===== config.mk =====
export PLATFORM = sky130hd
export DESIGN_NAME = poly_addsub_stream
export DESIGN_NICKNAME = d
export VERILOG_FILES = /design/src/rtl/poly_addsub_stream.sv
export SDC_FILE = /design/constraint.sdc
export NUM_CORES = 1
export LEC_CHECK = 0
export CORE_UTILIZATION = 59
export DETAILED_ROUTE_END_ITERATION = 10
export PLACE_DENSITY = 0.8
export SYNTH_ARGS = -nofsm -noshare
export SYNTH_HDL_FRONTEND = slang
export SYNTH_SLANG_ARGS = --single-unit

===== constraint.sdc =====
create_clock -name clk -period 3.2 [get_ports clk]
set_input_delay 0.48 -clock clk [delete_from_list [all_inputs] [get_ports clk]]
set_output_delay 0.48 -clock clk [all_outputs]
set_load 0.005 [all_outputs]

===== src/rtl/poly_addsub_stream.sv =====
// Streaming lane-parallel (A +/- B) mod q engine over three BRAM ports, one word per cycle.
// Optional macro POLY_ADDSUB_OUTREG_EN adds a second output register stage (+1 cycle on writes/done).
module poly_addsub_stream #(
  parameter int KYBER_Q = 3329,
  parameter int LANES   = 8,
  parameter int A_W     = 12,
  parameter int B_W     = 16,
  parameter int OUT_W   = 16,
  parameter int AD_W    = 8,
  parameter int RD_LAT  = 1
) (
  input  logic                   clk,
  input  logic                   rst_n,
  input  logic                   start,
  input  logic                   mode,
  input  logic [AD_W-1:0]        a_base,
  input  logic [AD_W-1:0]        b_base,
  input  logic [AD_W-1:0]        w_base,
  input  logic [AD_W-1:0]        len,
  output logic                   rd_en,
  output logic [AD_W-1:0]        a_rad,
  output logic [AD_W-1:0]        b_rad,
  input  logic [LANES*A_W-1:0]   a_rdata,
  input  logic [LANES*B_W-1:0]   b_rdata,
  output logic                   wen,
  output logic [AD_W-1:0]        wad,
  output logic [LANES*OUT_W-1:0] wdata,
  output logic                   busy,
  output logic                   done
);
  localparam int OPW = ((A_W > B_W) ? A_W : B_W) + 2;
  localparam logic signed [OPW-1:0] QS = OPW'(KYBER_Q);
  localparam logic [AD_W-1:0] AD_ONE = AD_W'(1);

  typedef enum logic [1:0] {IDLE, RUN, DRAIN, DONE} state_t;

  state_t                 state;
  logic                   mode_r;
  logic [AD_W-1:0]        len_r;
  logic [AD_W-1:0]        rcnt;
  logic [AD_W-1:0]        wptr;
  logic [RD_LAT-1:0]      vld_tag;
  logic                   vld_p0;
  logic [LANES*OUT_W-1:0] res_p0;
  logic                   accept;
  logic                   fin;
  logic                   pend;

  function automatic logic signed [OPW-1:0] red_once(input logic signed [OPW-1:0] x);
    return (x >= QS) ? x - QS : x;
  endfunction

  function automatic logic [OUT_W-1:0] mod_addsub(input logic md,
                                                  input logic signed [OPW-1:0] a,
                                                  input logic signed [OPW-1:0] b);
    logic signed [OPW-1:0] r;
    if (md) begin
      r = a + b;
      if (r >= QS) r = r - QS;
    end else begin
      r = a - b;
      if (r < 0) r = r + QS;
    end
    return OUT_W'(unsigned'(r));
  endfunction

  assign accept = (state == IDLE) && start && !done;
  assign vld_p0 = vld_tag[RD_LAT-1];

  // stage p0: read data present, lanes reduced combinationally
  always_comb begin
    res_p0 = '0;
    for (int i = 0; i < LANES; i++) begin
      res_p0[i*OUT_W +: OUT_W] = mod_addsub(mode_r,
                                            red_once(OPW'(a_rdata[i*A_W +: A_W])),
                                            red_once(OPW'(b_rdata[i*B_W +: B_W])));
    end
  end

`ifdef POLY_ADDSUB_OUTREG_EN
  logic                   vld_p1;
  logic [LANES*OUT_W-1:0] res_p1;
  logic [AD_W-1:0]        wad_p1;
  assign fin  = vld_p1;
  assign pend = |vld_tag;
`else
  localparam logic [RD_LAT-1:0] TAG_LAST = RD_LAT'(1) << (RD_LAT - 1);
  assign fin  = vld_p0;
  assign pend = |(vld_tag & ~TAG_LAST);
`endif

  always_ff @(posedge clk or negedge rst_n) begin
    if (!rst_n) begin
      state   <= IDLE;
      rd_en   <= 1'b0;
      a_rad   <= '0;
      b_rad   <= '0;
      rcnt    <= '0;
      len_r   <= '0;
      mode_r  <= 1'b0;
      busy    <= 1'b0;
      done    <= 1'b0;
      vld_tag <= '0;
    end else begin
      done       <= 1'b0;
      vld_tag[0] <= rd_en;
      for (int i = 1; i < RD_LAT; i++) vld_tag[i] <= vld_tag[i-1];
      case (state)
        IDLE: begin
          if (accept) begin
            mode_r <= mode;
            len_r  <= len;
            a_rad  <= a_base;
            b_rad  <= b_base;
            rcnt   <= '0;
            busy   <= 1'b1;
            if (len == '0) begin
              state <= DONE;
            end else begin
              state <= RUN;
              rd_en <= 1'b1;
            end
          end
        end
        RUN: begin
          if (rcnt == len_r - AD_ONE) begin
            rd_en <= 1'b0;
            state <= DRAIN;
          end else begin
            rcnt  <= rcnt + AD_ONE;
            a_rad <= a_rad + AD_ONE;
            b_rad <= b_rad + AD_ONE;
          end
        end
        // leave once the final write is being registered with nothing behind it
        DRAIN: if (fin && !pend) state <= DONE;
        DONE: begin
          done  <= 1'b1;
          busy  <= 1'b0;
          state <= IDLE;
        end
        default: state <= IDLE;
      endcase
    end
  end

  always_ff @(posedge clk or negedge rst_n) begin
    if (!rst_n) begin
      wen    <= 1'b0;
      wad    <= '0;
      wdata  <= '0;
      wptr   <= '0;
`ifdef POLY_ADDSUB_OUTREG_EN
      vld_p1 <= 1'b0;
      res_p1 <= '0;
      wad_p1 <= '0;
`endif
    end else begin
      if (accept) wptr <= w_base;
      else if (vld_p0) wptr <= wptr + AD_ONE;
`ifdef POLY_ADDSUB_OUTREG_EN
      // stage p1: extra register for timing, then output register
      vld_p1 <= vld_p0;
      if (vld_p0) begin
        res_p1 <= res_p0;
        wad_p1 <= wptr;
      end
      wen <= vld_p1;
      if (vld_p1) begin
        wdata <= res_p1;
        wad   <= wad_p1;
      end
`else
      wen <= vld_p0;
      if (vld_p0) begin
        wdata <= res_p0;
        wad   <= wptr;
      end
`endif
    end
  end
endmodule


==> metrics.md, run 1 <==
| Metric | Value |
|---|---|
| Simple-Gate Fraction of Synth Area | 23.1% |
| Ranking of synthesized cells by area | dfrtp_1 14%, ha_1 13%, xnor2_1 11% |
| Synthesized flop and latch total | 184 |
| CTS Hold Bufs | 1 |
| Setup bufs post-CTS | 358 |
| CTS Root Cell | clkbuf_16 |
| Gate Count Post-Synth | 4549 |
| Mapped Area | 0.0335 mm2 |
| Async S/R FF share, synth | 100% |
| Post-Synth Adder-Cell Area | 13.8% |
| Unique masters post-synth | 112 |
| YS warnings | 0 |
| Post-CTS Resized | 1113 |
| Mapped Nets | 5170 |
| Area leader, netlist | dfrtp_1 |
| Final GP Congestion | 1.02 |
| Synth Flop Type | dfrtp_1 |
| Compound-gate portion of the synthesized area | 25.8% |
| Input/output buffers | 415 |
| Post-synth EDFFs | 0 |
| Clock sink count | 184 |
| Failing step | 4_1_cts |
| Post-DP Area | 0.0513 mm2 |
| Synth top area share | 13.7% |
| # rows | 87 |
| Stop err | [ERROR DPL-0038] Utilization greater than 100%, impossible to legalize |
| Die X | 240 um |
| H-tree Lvls | 4 |
| Multiplexer share of the synthesized area | 1.37% |
| Sequential-to-total area share from yosys stat | 13.7% |
| XOR/XNOR Fraction of Synth Area | 15.7% |
| Main combinational cell family by area after synthesis | compound AO/OA/AOI/OAI gates |
| Most numerous cell in the Yosys netlist | xnor2_1 |
| Die Height | 240 um |
| Inserted Clock Buffers | 17 |
| Initial Util | 59.6% |
| Commonest cells in the netlist | 403 x xnor2_1, 391 x nor2_1, 358 x inv_1 |
| Outcome | did not finish |
| Syn avg cell area | 7.37 um2 |
| Post-DP HPWL | 120 mm |
| IO Pins | 416 |
| Bufs on Longest Clock Path | 2 |
## stage by stage
| step | util (%) | TNS (ns) | std cells | setup WS, ns | hold slack [ns] |
|---|---|---|---|---|---|
| floorplan | - | -199.65 | 4549 | -1.87 | 0.184 |
| global placement | 91.1 | -292.14 | 7109 | -2.49 | 0.402 |
| detailed placement | 91.1 | -332.06 | 7109 | -2.87 | 0.398 |
## cell families after synthesis
| group | Yosys count |
|---|---|
| compound gates | 1255 |
| xor+xnor | 602 |
| fa+ha+maj | 361 |
| buf+inv | 553 |
| flops | 184 |
| mux | 43 |
| simple gates | 1551 |
==> run 2, diff against run 1 <==
- CORE_UTILIZATION: 59 -> 40
- PLACE_DENSITY: 0.8 -> default
- PLACE_DENSITY_LB_ADDON: default -> 0.15
==> run 2 against run 1 <==
- synthesized area stayed put
- synthesized cell count stayed put
- the flow now finishes, with violations (setup timing)
==> metrics.md, run 2 <==
| Metric | Value |
|---|---|
| Final design utilization | 73.3% |
| Hold slack final | 0.395 ns |
| Crit-path max FO | 7 |
| Ranking of synthesized cells by area | dfrtp_1 14%, ha_1 13%, xnor2_1 11% (unchanged) |
| Vias per std cell | 5.47 |
| Lkg Pwr | 28.1 nW |
| Reg2reg setup slack | 0.28 ns |
| RSZ-0062 raised after global routing | yes |
| Fmax | 205 MHz |
| Synth Flop Type | dfrtp_1 (unchanged) |
| Layout fillers | 6291 |
| Final period util | 153% |
| Slew Limit Fails | 0 |
| Syn avg cell area | 7.37 um2 (unchanged) |
| DRC | 0 |
| Final min period | 4.88 ns |
| Mapped Area | 0.0335 mm2 (unchanged) |
| Arrival time worst endpoint | 5.25 ns |
| Clk slew on worst S/H paths | 0.08 ns |
| Vias | 42867 |
| Endpoint of the worst register-to-register path | state[1] |
| CORE AREA | 0.0825 mm2 |
| Sequential-to-total area share from yosys stat | 13.7% (unchanged) |
| WS Path Type | in2reg |
| Crit path launch type | input pin |
| Final hold viol count | 0 |
| WL/cell | 18.4 um |
| Largest net degree at the start of global routing | 76 |
| Fraction of layout cells with a size suffix above 1 | 44.9% |
| Hold crit path type | in2async |
| Input/output buffers | 415 (unchanged) |
| Async S/R FF share, synth | 100% (unchanged) |
| Pre-CTS WS | -2.76 ns (was -2.87 ns) |
| Final GP Congestion | 0.954 (was 1.02) |
| PwrDens | 500 mW/mm2 |
| Bufs on Longest Clock Path | 2 (unchanged) |
| Die X | 292 um (was 240 um) |
| Drt total wl | 144 mm |
| Worst-margin pin slew | 1.03 ns |
| Post-synth EDFFs | 0 (unchanged) |
| Failing checks | setup timing |
| Commonest cells in the netlist | 403 x xnor2_1, 391 x nor2_1, 358 x inv_1 (unchanged) |
| Gate Count Post-Synth | 4549 (unchanged) |
| Clock Latency Late Sink | 0.51 ns |
| Vias in the first global route | 42701 |
| Area leader, netlist | dfrtp_1 (unchanged) |
| Overall Power | 0.0303 W |
| First-pass GRT wire length | 219 mm |
| Max cap viols | 0 |
| Post-route setup slack | -1.68 ns |
| Inserted Clock Buffers | 17 (unchanged) |
| First DRT Iteration DRCs | 2324 |
| Unique masters post-synth | 112 (unchanged) |
| CTS tree | done |
| Die ar. | 0.0850 mm2 |
| VDD IR max | 0.000516 V |
| Initial antenna violation count | 2 |
| Max reg flops | 128 |
| Routed Antenna Nets | 0 |
| Final Skew | 0.0166 ns |
| Post-DP HPWL | 106 mm (was 120 mm) |
| Synthesized flop and latch total | 184 (unchanged) |
| Worst Setup End Kind | flop |
| GRT overflow | 0 |
| Layout Nets | 7379 |
| Mapped Nets | 5170 (unchanged) |
| CTS Root Cell | clkbuf_16 (unchanged) |
| 1st-pass router iterations | 5 |
| Setup TNS | -187.75 ns |
| # rows | 105 (was 87) |
| Clock sink count | 184 (unchanged) |
| Worst Path Required | 3.57 ns |
| Most numerous cell in the Yosys netlist | xnor2_1 (unchanged) |
| Reg with most FFs | wdata |
| Setup Viol. Count Final | 128 |
| Layout area overhead | 80.4% |
| Outcome | complete, but fails checks (was did not finish) |
| Initial Util | 40.6% (was 59.6%) |
| Synth top area share | 13.7% (unchanged) |
| YS warnings | 0 (unchanged) |
| Reg-to-Reg Start | len_r[0] |
| Total track usage | 31.5% |
| Most frequent cells in the layout | 1837 x buf_4, 331 x nor2_1, 320 x inv_1 |
| Register-to-Register Path Depth | 10 |
| IO Pins | 416 (unchanged) |
| H-tree Lvls | 4 (unchanged) |
| Commonest non-fill, non-tap cell in the layout | buf_4 |
| Slew headroom | 31.5% |
| Die Height | 292 um (was 240 um) |
[run 2: worst max path at each step]
stage | start | to | slack [ns] | depth (start not counted)
3_3_place_gp | b_rdata[19] | wdata[27] | -2.61 | 24
5_1_grt | b_rdata[118] | wdata[125] | -1.90 | 27
2_1_floorplan | b_rdata[115] | wdata[123] | -1.87 | 25
6_report | b_rdata[118] | wdata[126] | -1.68 | 26
3_5_place_dp | b_rdata[19] | wdata[27] | -2.76 | 26
4_1_cts | a_rdata[3] | wdata[15] | -1.58 | 25
[run 2: metal layers]
| metal | global-route usage (%) | part of all wire [%] | up-vias | wire length (um) |
|---|---|---|---|---|
| li1 | - | - | 20697 | - |
| met1 | 39.8 | 43 | 20652 | 61500 |
| met2 | 54.5 | 49 | 1228 | 70200 |
| met3 | 3.95 | 5.0 | 288 | 7230 |
| met4 | 12.0 | 3.7 | 2 | 5270 |
| met5 | 0 | 0.0069 | - | 10 |
[run 2: area by class of cell]
type | instances | area (um2) | share of cell area, %
Antenna cell | 1 | 2.50 | 0.00414
Clock inverter | 14 | 224 | 0.370
Inverter | 366 | 1410 | 2.33
Clock buffer | 18 | 439 | 0.726
Sequential cell | 184 | 4610 | 7.62
Timing Repair Buffer | 2375 | 19400 | 32.0
Multi-Input combinational cell | 3814 | 33100 | 54.7
Tap cell | 1070 | 1340 | 2.21
[run 2: critical path, stage by stage]
cell       delay, ns
buf_6           0.10
nor4_4          0.29
nor2b_4         0.20
nand2_2         0.07
nand2_2         0.07
nor2_2          0.05
nor2_2          0.14
nor2_2          0.07
or3_4           0.46
xnor2_4         0.19
ha_4            0.17
inv_2           0.05
fa_2            0.19
and2b_1         0.20
or4_4           0.51
a211oi_4        0.28
o2111ai_2       0.18
o311ai_4        0.36
a211oi_4        0.12
o41ai_4         0.30
buf_4           0.19
buf_6           0.12
nand2_8         0.07
nand3b_1        0.13
xnor2_1         0.14
o221ai_1        0.13
[run 2: cell families after synthesis]
group / share of synthesized area, %
compound gates: 25.8
xor+xnor: 15.7
fa+ha+maj: 13.8
buf+inv: 6.49
flops: 13.7
mux: 1.37
simple gates: 23.1
[run 2: power breakdown]
part           internal, W  switching (W)  total (W)
combinational       0.0118         0.0111     0.0229
clock              0.00124        0.00123    0.00247
sequential         0.00351        0.00135    0.00486
total               0.0165         0.0137     0.0303
[run 2: what timing repair did]
item,in CTS,in global routing
buffers inserted,229,86
hold buffers,1,0
gates resized for setup,997,413
gates cloned,8,0
hold endpoints to repair,15,0
setup endpoints to repair,128,128
pin swaps,460,266
[run 2: through the flow]
step,instances,area [um2]
floorplan,4549,35200
global placement,7504,52300
detailed placement,7504,52300
CTS,7766,58000
global route,7842,60500
finish,7842,60500
Note: power is estimated with default switching activity, not from simulation.
